### config.mk
export PLATFORM = sky130hd
export DESIGN_NAME = pulse_stretcher
export DESIGN_NICKNAME = d
export VERILOG_FILES = /design/src/rtl/pulse_stretcher.sv
export SDC_FILE = /design/constraint.sdc
export NUM_CORES = 1
export LEC_CHECK = 0
export ABC_AREA = 1
export BUFFER_PORTS_ARGS = -buffer_cell sky130_fd_sc_hd__clkbuf_2
export CAP_MARGIN = 20
export CELL_PAD_IN_SITES_DETAIL_PLACEMENT = 1
export CELL_PAD_IN_SITES_GLOBAL_PLACEMENT = 1
export CORE_UTILIZATION = 33
export DETAILED_ROUTE_END_ITERATION = 12
export PLACE_DENSITY_LB_ADDON = 0.1
export SLEW_MARGIN = 0
export SYNTH_ARGS = -nofsm -noshare
export SYNTH_HDL_FRONTEND = slang
export SYNTH_SLANG_ARGS = --single-unit
export TNS_END_PERCENT = 50
### constraint.sdc
create_clock -name clk -period 1.1 [get_ports clk]
set_input_delay 0.11 -clock clk [delete_from_list [all_inputs] [get_ports clk]]
set_output_delay 0.11 -clock clk [all_outputs]
set_load 0.01 [all_outputs]
### src/rtl/pulse_stretcher.sv
// pulse_stretcher: stretches request pulses to WIDTH-cycle outputs spaced by GAP low cycles; PULSE_STRETCHER_DROP_CNT_EN adds drop_cnt
module pulse_stretcher #(
  parameter int WIDTH  = 4,
  parameter int GAP    = 1,
  parameter int PEND_W = 2
) (
  input  logic              clk,
  input  logic              resetn,
  input  logic              din,
  output logic              dout,
  output logic              busy,
  output logic [PEND_W-1:0] pending
`ifdef PULSE_STRETCHER_DROP_CNT_EN
  ,
  output logic [7:0]        drop_cnt
`endif
);
  localparam int MAXV = WIDTH > GAP ? WIDTH : GAP;
  localparam int CW = MAXV > 1 ? $clog2(MAXV) : 1;
  localparam logic [CW-1:0] W_INIT = CW'(WIDTH - 1);
  localparam logic [CW-1:0] G_INIT = CW'(GAP > 0 ? GAP - 1 : 0);
  localparam logic [PEND_W-1:0] P_MAX = '1;
  typedef enum logic [1:0] {S_IDLE, S_HIGH, S_GAP} state_t;
  state_t state, state_n;
  logic [CW-1:0] cnt, cnt_n;
  logic [PEND_W-1:0] pend_n;
  logic inc;
  assign busy = state != S_IDLE;
  // next state: count down each interval; the final cycle consumes a request (din first-hand or pending) to restart
  always_comb begin
    state_n = state;
    cnt_n   = cnt;
    pend_n  = pending;
    inc     = 1'b0;
    if (state == S_IDLE) begin
      if (din) begin
        state_n = S_HIGH;
        cnt_n   = W_INIT;
      end
    end else if (cnt != '0) begin
      cnt_n = cnt - CW'(1);
      inc   = din;
    end else if (state == S_HIGH && GAP > 0) begin
      state_n = S_GAP;
      cnt_n   = G_INIT;
      inc     = din;
    end else if (pending != '0 || din) begin
      state_n = S_HIGH;
      cnt_n   = W_INIT;
      pend_n  = pending + PEND_W'(din) - PEND_W'(1);
    end else begin
      state_n = S_IDLE;
    end
    if (inc && pending != P_MAX) pend_n = pending + PEND_W'(1);
  end
  // state, interval counter, pending count and registered output
  always_ff @(posedge clk or negedge resetn) begin
    if (!resetn) begin
      state   <= S_IDLE;
      cnt     <= '0;
      pending <= '0;
      dout    <= 1'b0;
    end else begin
      state   <= state_n;
      cnt     <= cnt_n;
      pending <= pend_n;
      dout    <= state_n == S_HIGH;
    end
  end
`ifdef PULSE_STRETCHER_DROP_CNT_EN
  // a request arriving with the queue full is lost; count it, saturating at 255
  always_ff @(posedge clk or negedge resetn) begin
    if (!resetn) drop_cnt <= '0;
    else if (inc && pending == P_MAX && drop_cnt != 8'hff) drop_cnt <= drop_cnt + 8'd1;
  end
`endif
endmodule
======== Word-level counts from Yosys, hierarchy flattened ========
Cells that the tools add are included.
cells by class
  add/sub/neg operators ................... 4
  multiply operators ...................... 0
  divide/modulo/power cells ............... 0
  $lt $le $gt $ge ......................... 0
  equality and inequality tests ........... 7
  shifts and indexed selects .............. 0
  muxes and demuxes ....................... 18
  bitwise operators ....................... 0
  reductions and logical operators ........ 10
operators by type and width
  operator               count
  $mux W2                14
  $reduce_bool A2 Y1     4
  $ne A2 B1 Y1 const B   3
  $eq A2 B1 Y1 const B   2
  $mux W1                4
  $ne A2 B2 Y1 const B   2
  $reduce_and A4 Y1      1
  $reduce_bool A4 Y1     1
  $sub A2 B1 Y2 const B  2
  $add A2 B1 Y2          1
  $add A2 B1 Y2 const B  1
  $logic_not A2 Y1       1
  $reduce_and A2 Y1      1
  $logic_and A1 B1 Y1    1
  $logic_or A1 B1 Y1     1
word-level totals
  register bits after elaboration ......... 7
  bits in latches ......................... 0
  memory bits (writable) .................. 0
  bits in read-only memories .............. 0
  input bits .............................. 3
  output and inout bits ................... 4
  logic and storage cells ................. 43
  memories ................................ 0

======== Logic depth before layout (Yosys ltp) ========
Gate-level depths: netlist of run 1.
  depth in word-level cells ............... 7
  mapped depth ............................ 7
  gate-level depth less buffers ........... 7

======== Worst setup path before layout of run 1 ========
No wires, ideal clock.
  kind .................................... flip-flop to flip-flop
  start ................................... register pending[0]
  end ..................................... register dout
  setup time .............................. 0.071 ns
  data arrival time ....................... 1.082 ns
  data required time ...................... 1.029 ns
  path slack .............................. -0.054 ns
  cell stages (with the launch flop) ...... 8
  path buffers ............................ 0
  clock period less this slack ............ 1.154 ns
  cells stage by stage .................... dfrtp_1 > inv_1 > ha_1 > nand2_2 > nand3_2 > nand3_1 > nand2_1 > nor2_1
on the way
  longest elaborated chain between the ends .. 7
RTL lines
  what                    RTL line  source
  from (decl)             12        output logic [PEND_W-1:0] pending
  from (signal assigned)  66        pending <= pend_n;
  $reduce_bool A2 Y1      47        end else if (pending != '0 || din) begin
  $logic_or A1 B1 Y1      47
  $mux W1                 47
  $mux W2                 43        end else if (state == S_HIGH && GAP > 0) begin
  $mux W2                 40        end else if (cnt != '0) begin
  $mux W2                 35        if (state == S_IDLE) begin
  $eq A2 B1 Y1            67        dout <= state_n == S_HIGH;
  to (signal assigned)    62        dout <= 1'b0;
  to (signal assigned)    67
  to (decl)               10        output logic dout,
No other way between the ends.
A chain may end at the register's enable or synchronous reset.

======== Final worst setup path of run 1 ========
  start ................................... register pending[0]
  end ..................................... register cnt[0]
on the way
  longest elaborated chain between the ends .. 4
RTL lines
  what                                 RTL line  source
  $reduce_bool A2 Y1                   47
  $logic_or A1 B1 Y1                   47
  $reduce_bool A4 Y1 (no source line)  n/a
  $reduce_and A2 Y1 (no source line)   n/a
  to (signal assigned)                 65        cnt <= cnt_n;
  to (decl)                            25        logic [CW-1:0] cnt, cnt_n;
No other way between the ends.

==> out/results.txt, run 1 <==
CP max stage cell - dfrtp_1
# H-tree levels - 1
routed vias/inst - 4.82
first-pass GRT wire length - 2210 µm
Clk Latency, worst-skew pair - 0.25 ns
top post-synthesis cells by count - nand2_1 (12), nand3_1 (8), dfrtp_1 (7), inv_1 (5), inv_2 (4)
CP top delay family - flip-flops
grt total ovfl - 0
Synth Flop Type - dfrtp_1
failing checks - setup timing
simple-gate share of the synthesized area - 0.374
initial drt markers - 1
area delta synth->final - 52.9%
adder-cell share of the synthesized area - 0.0831
count of pins over their slew limit - 0
cell with the most instances after synthesis - nand2_1
Yosys reg bits - 7
Pleak - 0.356 nW
maximum clock path buffer count - 2
Crit Path Class - register to register
final antenna-violating net count - 0
Clk pin slew, worst setup/hold paths - 0.05 ns
top cell type by total area after synthesis - dfrtp_1
Post-synth EDFFs - 0
placed cell area - 584 µm²
post-synthesis mux area share - 0
initial antenna violation count - 0
Fmax - 867 MHz
die area - 0.00152 mm²
Final Cell Area - 691 µm²
vias in the first global route - 505
cts bufs inserted - 3
gr usage total - 0.233
XOR/XNOR Fraction of Synth Area - 0.0194
CP Depth - 7
status - finished with violations
Synth Area in Compound Gates - 0.0526
Critical Path RT - 1.23 ns
r2r worst-path depth - 7
Power Density - 3240 mW/mm²
Synth top area share - 0.388
period utilization - 1.05
setup TNS - -0.239 ns
largest cells by area after synthesis - dfrtp_1 (39%), nand2_1 (10%), nand3_1 (8.9%)
Synth cell types - 18
proportion of layout cells with a drive suffix above 1 - 0.563
Switch Pwr - 0.00101 W
Final WS setup - -0.0538 ns
Comb pwr share - 0.665
syn_nets - 63
Post-Route WL - 1330 µm
Die H - 39.0 µm
Crit. End Element - register
Seq/Total Area, Yosys - 0.388
gpl congestion - 0.761
Placement Rows - 12
unrepaired setup endpoints after global routing - yes
asr flop ratio synth - 1.00
CP Cell Sequence - inv_2 -> ha_4 -> nand2_4 -> nor2_2 -> nor2_2 -> nand2_1 -> nand2_1
maxcap violations - 0
core area - 0.00119 mm²
Worst path max stage delay - 0.42 ns
Initial Utilization - 0.381
clock root buffer - clkbuf_4
crit path launch type - register
NumNets Final - 87
minimum clock period - 1.15 ns
peak supply drop - 1.47 mV
worst reg2reg setup slack - -0.05 ns
Detailed Place HPWL - 998 µm
final setup skew - 0.00161 ns
Via Count - 453
Design Power - 0.00224 W
largest net degree at the start of global routing - 8
Top Metal Used - met4
crit path DAT - 1.28 ns
DRC Markers - 0
Post-Place Setup Slack - -0.0643 ns
Sink Count - 7
Int Pwr - 0.00123 W
DR pass1 iterations - 2
final number of hold-violating endpoints - 0
Syn Inst Count - 57
DR WL met2 - 698 µm
DIE WIDTH - 39.0 µm
Netlist Area Pre-Place - 452 µm²
ANT cells - 0
Max FO, Critical Path - 4
worst-margin pin slew - 0.219 ns
boundary pin count - 7
final setup fails - 6
routed wl met3 - 21 µm
WP buf/inv - 1
met1 wire length - 591 µm
sequential share of power - 0.234
worst min path class - primary input to async pin
Mean Syn Cell Area - 7.92 µm²
worst relative slew slack - 0.853
TritonCTS clock tree - yes
Clk pwr share - 0.101
switch share - 0.452
warnings from Yosys - 0
WL/cell - 14.1 µm
largest family of logic cells by synthesized area - simple AND/OR/NAND/NOR gates
number of port buffers - 6
==> worst register-to-register path: stages (launching register included) <==
cell and delay (ns):
dfrtp_1 0.42, inv_2 0.11, ha_4 0.14, nand2_4 0.06, nor2_2 0.12, nor2_2 0.04, nand2_1 0.06, nand2_1 0.07
==> sequential cells by signal, indices dropped and copies added, names as in the netlist <==
| register | flops |
|---|---|
| cnt | 2 |
| state | 2 |
| dout | 1 |
| pending | 2 |
==> cells in the final DEF (no fill, tap or decap), types with 3 or more instances in the layout <==
cell	n
buf_4	11
clkbuf_4	3
inv_1	3
dfrtp_1	6
inv_2	6
nand2_1	11
clkbuf_2	6
nor2_2	4
nand3_1	6
==> cell families after synthesis <==
logic type                 count (synthesis)
and+or+nand+nor                           32
buffers and inverters                     10
DFF                                        7
AOI/OAI and AO/OA                          4
adders and majority gates                  3
xor gates and xnor gates                   1
==> routing by layer <==
metal	track usage	up-vias
met5	0	-
met4	0.129	0
met3	0.0347	2
met2	0.413	7
met1	0.261	216
li1	-	228
==> final cells by class <==
class	instances	area, µm²
repair buffers	19	143
clock buffers	4	26.3
flip-flops and latches	7	176
well taps	14	17.5
fillers	148	495
multi-input cells	40	289
inverters	10	38.8
==> metrics by stage <==
step	utilization	std cells	hold slack, ns
4_1_cts	0.553	92	0.208
5_1_grt	0.582	94	0.249
3_5_place_dp	0.493	84	-0.0538
3_3_place_gp	0.493	84	-0.0506
2_1_floorplan	-	57	-0.186
6_report	0.582	94	0.228
==> final timing paths <==
| check | startpoint | end |
|---|---|---|
| worst max-delay path | pending[0] | cnt[0] |
| worst min-delay path | resetn | cnt[0] |
| worst max register to register | pending[0] | cnt[0] |
| worst min register to register | pending[0] | pending[0] |
| max in group asynchronous | resetn | pending[1] |
| min in group clk | din | state[0] |
==> power by group through the flow <==
stage	registers, W	clock network [W]	logic, W
after floorplan	0.000564	0	0.000684
after global placement	0.000520	0	0.00115
after detailed placement	0.000534	0	0.00121
after CTS	0.000520	0.000237	0.00134
after global routing	0.000537	0.000244	0.00164
final	0.000524	0.000225	0.00149
==> what timing repair did <==
| action | 4_1_cts | 5_1_grt |
|---|---|---|
| setup endpoints to repair | 7 | 6 |
| hold endpoints to repair | 7 | 0 |
| buffers inserted | 4 | 2 |
| pin swaps | 3 | 3 |
| resized for setup | 5 | 2 |
| hold buffers | 1 | 0 |
No activity file was read; power rests on OpenSTA's default activity.
==> run 2, diff against run 1 <==
Settings changed: SETUP_SLACK_MARGIN from default to 0.3, SKIP_CTS_REPAIR_TIMING from default to 1.
==> run 2 against run 1 <==
  * The run still ends with setup timing left
  * Non-clock buffer count down 1
  * Clock skew barely moved
  * Clock-buffer cell count unchanged
  * Design area decreased by 0.18%
  * Critical path type is now register to output pin
==> out/results.txt, run 2 (synthesized netlist as in run 1, its figures left out) <==
FF-to-FF Start - pending[0]
number of port buffers - 6 (unchanged)
Sink Count - 7 (unchanged)
Via Count - 422 (-6.8%)
crit path DAT - 1.05 ns (-0.23 ns)
gpl congestion - 0.762 (+0.14%)
core area - 0.00119 mm² (unchanged)
worst min path class - primary input to async pin
Clk Latency, worst-skew pair - 0.24 ns (about the same)
worst-margin pin slew - 0.267 ns (+0.0478 ns)
vias in the first global route - 449 (-11%)
Die H - 39.0 µm (unchanged)
Crit. End Element - output pin
gr usage total - 0.191 (-0.0420)
minimum clock period - 1.16 ns (+0.00494 ns)
Initial Utilization - 0.381 (unchanged)
DIE WIDTH - 39.0 µm (unchanged)
DRC Markers - 0 (unchanged)
Post-Route WL - 1170 µm (-12%)
most common cell after layout, fill and taps aside - nand2_1
# H-tree levels - 1 (unchanged)
r2r worst-path depth - 7 (unchanged)
final core utilization - 0.581 (-0.00105)
grt total ovfl - 0 (unchanged)
maximum clock path buffer count - 2 (unchanged)
Placed Cells - 84 (unchanged)
unrepaired setup endpoints after global routing - yes
final setup skew - 0.00192 ns (+0.000311 ns)
ANT cells - 0 (unchanged)
crit path launch type - register
peak supply drop - 1.36 mV (-7.6%)
Layout Cells excl Fill - 93 (-1.1%)
initial antenna violation count - 0 (unchanged)
sequential share of power - 0.243 (+0.009)
Int Pwr - 0.00122 W (-0.35%)
Clk pwr share - 0.104 (+0.003)
WL/cell - 12.5 µm (-11%)
status - finished with violations
Design Power - 0.00217 W (-3.0%)
TritonCTS clock tree - yes
DR pass1 iterations - 1 (-1)
Clk pin slew, worst setup/hold paths - 0.05 ns (about the same)
largest net degree at the start of global routing - 8 (unchanged)
cts bufs inserted - 3 (unchanged)
final number of hold-violating endpoints - 0 (unchanged)
period utilization - 1.05 (+0.00449)
final antenna-violating net count - 0 (unchanged)
final setup fails - 7 (+1)
failing checks - setup timing
Power Density - 3150 mW/mm² (-2.9%)
Fmax - 863 MHz (-0.43%)
setup TNS - -0.131 ns (+0.108 ns)
Fin Hold WS - 0.238 ns (+0.0102 ns)
clock root buffer - clkbuf_4
maxcap violations - 0 (unchanged)
top flop regs - cnt (2), pending (2), state (2)
routed vias/inst - 4.54 (-5.8%)
count of pins over their slew limit - 0 (unchanged)
Detailed Place HPWL - 907 µm (-9.1%)
Setup crit start - state[1]
most frequent cells in the layout - nand2_1 (11), buf_4 (9), nand3_1 (7)
Pleak - 0.351 nW (-1.3%)
Placement Rows - 12 (unchanged)
boundary pin count - 7 (unchanged)
area delta synth->final - 52.6%
switch share - 0.437 (-0.0152)
NumNets Final - 86 (-1.1%)
worst relative slew slack - 0.820 (-0.0327)
initial drt markers - 0 (-1)
proportion of layout cells with a drive suffix above 1 - 0.532 (-0.0309)
Final WS setup - -0.0588 ns (-0.00494 ns)
Crit Path Class - register to output pin
first-pass GRT wire length - 1870 µm (-16%)
Max FO, Critical Path - 4 (unchanged)
die area - 0.00152 mm² (unchanged)
Switch Pwr - 0.000948 W (-6.3%)
Critical Path RT - 0.99 ns (-0.24 ns)
Comb pwr share - 0.653 (-0.012)
==> run 2: final cells by class <==
cell class	instances	area (µm²)
Sequential cell	7	176
Tap cell	14	17.5
Fill cell	148	497
Clock buffer	4	26.3
Multi-Input combinational cell	40	287
Timing Repair Buffer	18	143
Inverter	10	40.0
==> run 2: final timing paths <==
kind	end	slack, ns
worst max register to register	dout	-0.02
max in group asynchronous	pending[1]	0.68
min in group clk	state[0]	0.24
worst min-delay path	state[0]	0.24
worst max-delay path	busy	-0.06
worst min register to register	state[1]	0.67
==> run 2: worst max-delay path: stages, from the launching register on <==
cell and delay (ns):
dfrtp_1 0.41, inv_2 0.10, nand2_4 0.07, buf_6 0.12, buf_6 0.11
==> run 2: power by group through the flow <==
stage | clock network, W | registers, W | logic (W)
final | 0.000226 | 0.000527 | 0.00142
after floorplan | 0 | 0.000567 | 0.000700
after global placement | 0 | 0.000523 | 0.00117
after global routing | 0.000244 | 0.000543 | 0.00158
after detailed placement | 0 | 0.000530 | 0.00120
after CTS | 0.000239 | 0.000525 | 0.00120
==> run 2: stage by stage <==
step                worst slack [ns]  area (µm²)
finish                       -0.0588         689
global route                  -0.111         689
floorplan                     0.0251         489
CTS                           -0.126         616
detailed placement           -0.0190         589
global placement            -0.00513         589
==> run 2: per-layer routing <==
layer  wire length (µm)  global-route usage  up-vias
met5                  0                   0        -
met2                576               0.279        4
met3                  9              0.0347        0
met4                  0               0.103        0
met1                582               0.263      193
li1                   -                   -      225
==> run 3, diff against run 2 <==
Clock period 1.1 ns to 1 ns, I/O delays scaled along.
==> run 3 against run 2 <==
  * The flow still finishes with violations (setup timing)
  * Sequential power up 9.9%
  * Total power increased by 23%
  * Die area stayed put
  * Highest routed layer is now met4
==> out/results.txt, run 3 (synthesized netlist as in run 1, its figures left out) <==
sequential share of power - 0.218 (-0.025)
Die H - 39.0 µm (unchanged)
Post-Place Setup Slack - -0.149 ns (-0.130 ns)
cts bufs inserted - 3 (unchanged)
Worst path max stage delay - 0.42 ns (about the same)
final antenna-violating net count - 0 (unchanged)
ANT cells - 0 (unchanged)
Via Count - 483 (+14%)
number of port buffers - 6 (unchanged)
Final WS setup - -0.185 ns (-0.126 ns)
gr usage total - 0.184 (-0.00675)
maximum clock path buffer count - 2 (unchanged)
Comb pwr share - 0.679 (+0.026)
TritonCTS clock tree - yes
failing checks - setup timing
WL/cell - 15.1 µm (+20%)
proportion of layout cells with a drive suffix above 1 - 0.600 (+0.0684)
DRC Markers - 0 (unchanged)
Initial Utilization - 0.381 (unchanged)
CP dominant cell by count - buf_6
count of pins over their slew limit - 0 (unchanged)
period utilization - 1.18
switch share - 0.445 (+0.00835)
Placed Cells - 87 (+3.6%)
crit path DAT - 1.08 ns (+0.03 ns)
Design Power - 0.00266 W (+23%)
initial antenna violation count - 0 (unchanged)
# H-tree levels - 1 (unchanged)
worst-margin pin slew - 0.298 ns (+0.0307 ns)
vias in the first global route - 414 (-7.8%)
final setup skew - 0.0126 ns (+0.0106 ns)
Post-Route WL - 1490 µm (+28%)
Fin Hold WS - 0.222 ns (-0.0156 ns)
worst relative slew slack - 0.799 (-0.0207)
Sink Count - 7 (unchanged)
unrepaired setup endpoints after global routing - yes
Placement Rows - 12 (unchanged)
worst min path class - primary input to register
crit path launch type - register
core area - 0.00119 mm² (unchanged)
Switch Pwr - 0.00118 W (+25%)
Clk pwr share - 0.104 (about the same)
status - finished with violations
placed cell area - 612 µm² (+3.8%)
Max FO, Critical Path - 6 (+2)
Detailed Place HPWL - 970 µm (+7.0%)
Clk pin slew, worst setup/hold paths - 0.05 ns (about the same)
peak supply drop - 1.52 mV (+12%)
area of the multi-input gates - 290 µm² (+1.3%)
maxcap violations - 0 (unchanged)
register area - 176 µm² (unchanged)
gpl congestion - 0.837 (+9.8%)
routed vias/inst - 4.88 (+7.5%)
final setup fails - 9 (+2)
Critical Path RT - 0.90 ns (-0.09 ns)
NumNets Final - 92 (+7.0%)
final number of hold-violating endpoints - 0 (unchanged)
clock root buffer - clkbuf_4
top flop regs - cnt (2), pending (2), state (2)
Crit Path Class - register to output pin
Fmax - 844 MHz
Final Cell Area - 728 µm² (+5.6%)
Layout Cells excl Fill - 99 (+6.5%)
die area - 0.00152 mm² (unchanged)
area delta synth->final - 61.2%
CP Cell Sequence - inv_2 -> nand2_4 -> buf_6 -> buf_6
CP max stage cell - dfrtp_1
DIE WIDTH - 39.0 µm (unchanged)
Filler cells - 145 (-2.0%)
largest net degree at the start of global routing - 8 (unchanged)
minimum clock period - 1.18 ns
Clk Latency, worst-skew pair - 0.26 ns (+0.02 ns)
Power Density - 3650 mW/mm² (+16%)
initial drt markers - 2 (+2)
grt total ovfl - 0 (unchanged)
boundary pin count - 7 (unchanged)
Pleak - 0.380 nW (+8.2%)
most common cell after layout, fill and taps aside - buf_4
DR pass1 iterations - 3 (+2)
most frequent cells in the layout - buf_4 (16), nand2_1 (11), inv_2 (7)
Int Pwr - 0.00148 W (+21%)
first-pass GRT wire length - 1770 µm (-5.5%)
Crit. End Element - output pin
-- run 3: worst max-delay path, delay by kind of cell (launching register included) --
family	cells	cell delay, ns
buffers and inverters	3	0.33
flip-flops	1	0.42
AND/OR/NAND/NOR	1	0.08
-- run 3: cell type report --
cell class | count | area share
Timing Repair Buffer | 24 | 0.244
Tap cell | 14 | 0.0241
Clock buffer | 4 | 0.0361
Inverter | 10 | 0.0550
Multi-Input combinational cell | 40 | 0.399
Sequential cell | 7 | 0.242
-- run 3: power groups by stage --
| stage | clock [W] | sequential (W) | combinational [W] |
|---|---|---|---|
| 2_1_floorplan | 0 | 0.000624 | 0.000770 |
| 3_3_place_gp | 0 | 0.000570 | 0.00137 |
| 3_5_place_dp | 0 | 0.000588 | 0.00141 |
| 4_1_cts | 0.000264 | 0.000584 | 0.00142 |
| 5_1_grt | 0.000301 | 0.000592 | 0.00194 |
| 6_report | 0.000275 | 0.000579 | 0.00181 |
-- run 3: routing by layer --
layer | GRT usage | part of all wire
met1 | 0.253 | 0.48
met2 | 0.279 | 0.50
met3 | 0.0347 | 0.0074
met4 | 0.0776 | 0.015
met5 | 0 | 0
-- run 3: worst paths after layout --
check | from | endpoint | slack [ns] | cells past startpoint
setup / recovery | state[1] | busy | -0.18 | 4
hold / removal | din | state[0] | 0.22 | 5
setup reg to reg | pending[0] | dout | -0.15 | 7
hold reg to reg | cnt[1] | cnt[1] | 0.69 | 3
max in group asynchronous | resetn | pending[1] | 0.58 | 2
min in group asynchronous | resetn | pending[0] | 0.24 | 2
-- run 3: stage by stage --
step,utilization,setup TNS [ns]
after floorplan,-,-0.423
after global placement,0.516,-0.631
after detailed placement,0.516,-0.800
after CTS,0.538,-1.22
after global routing,0.614,-1.69
final,0.614,-1.22
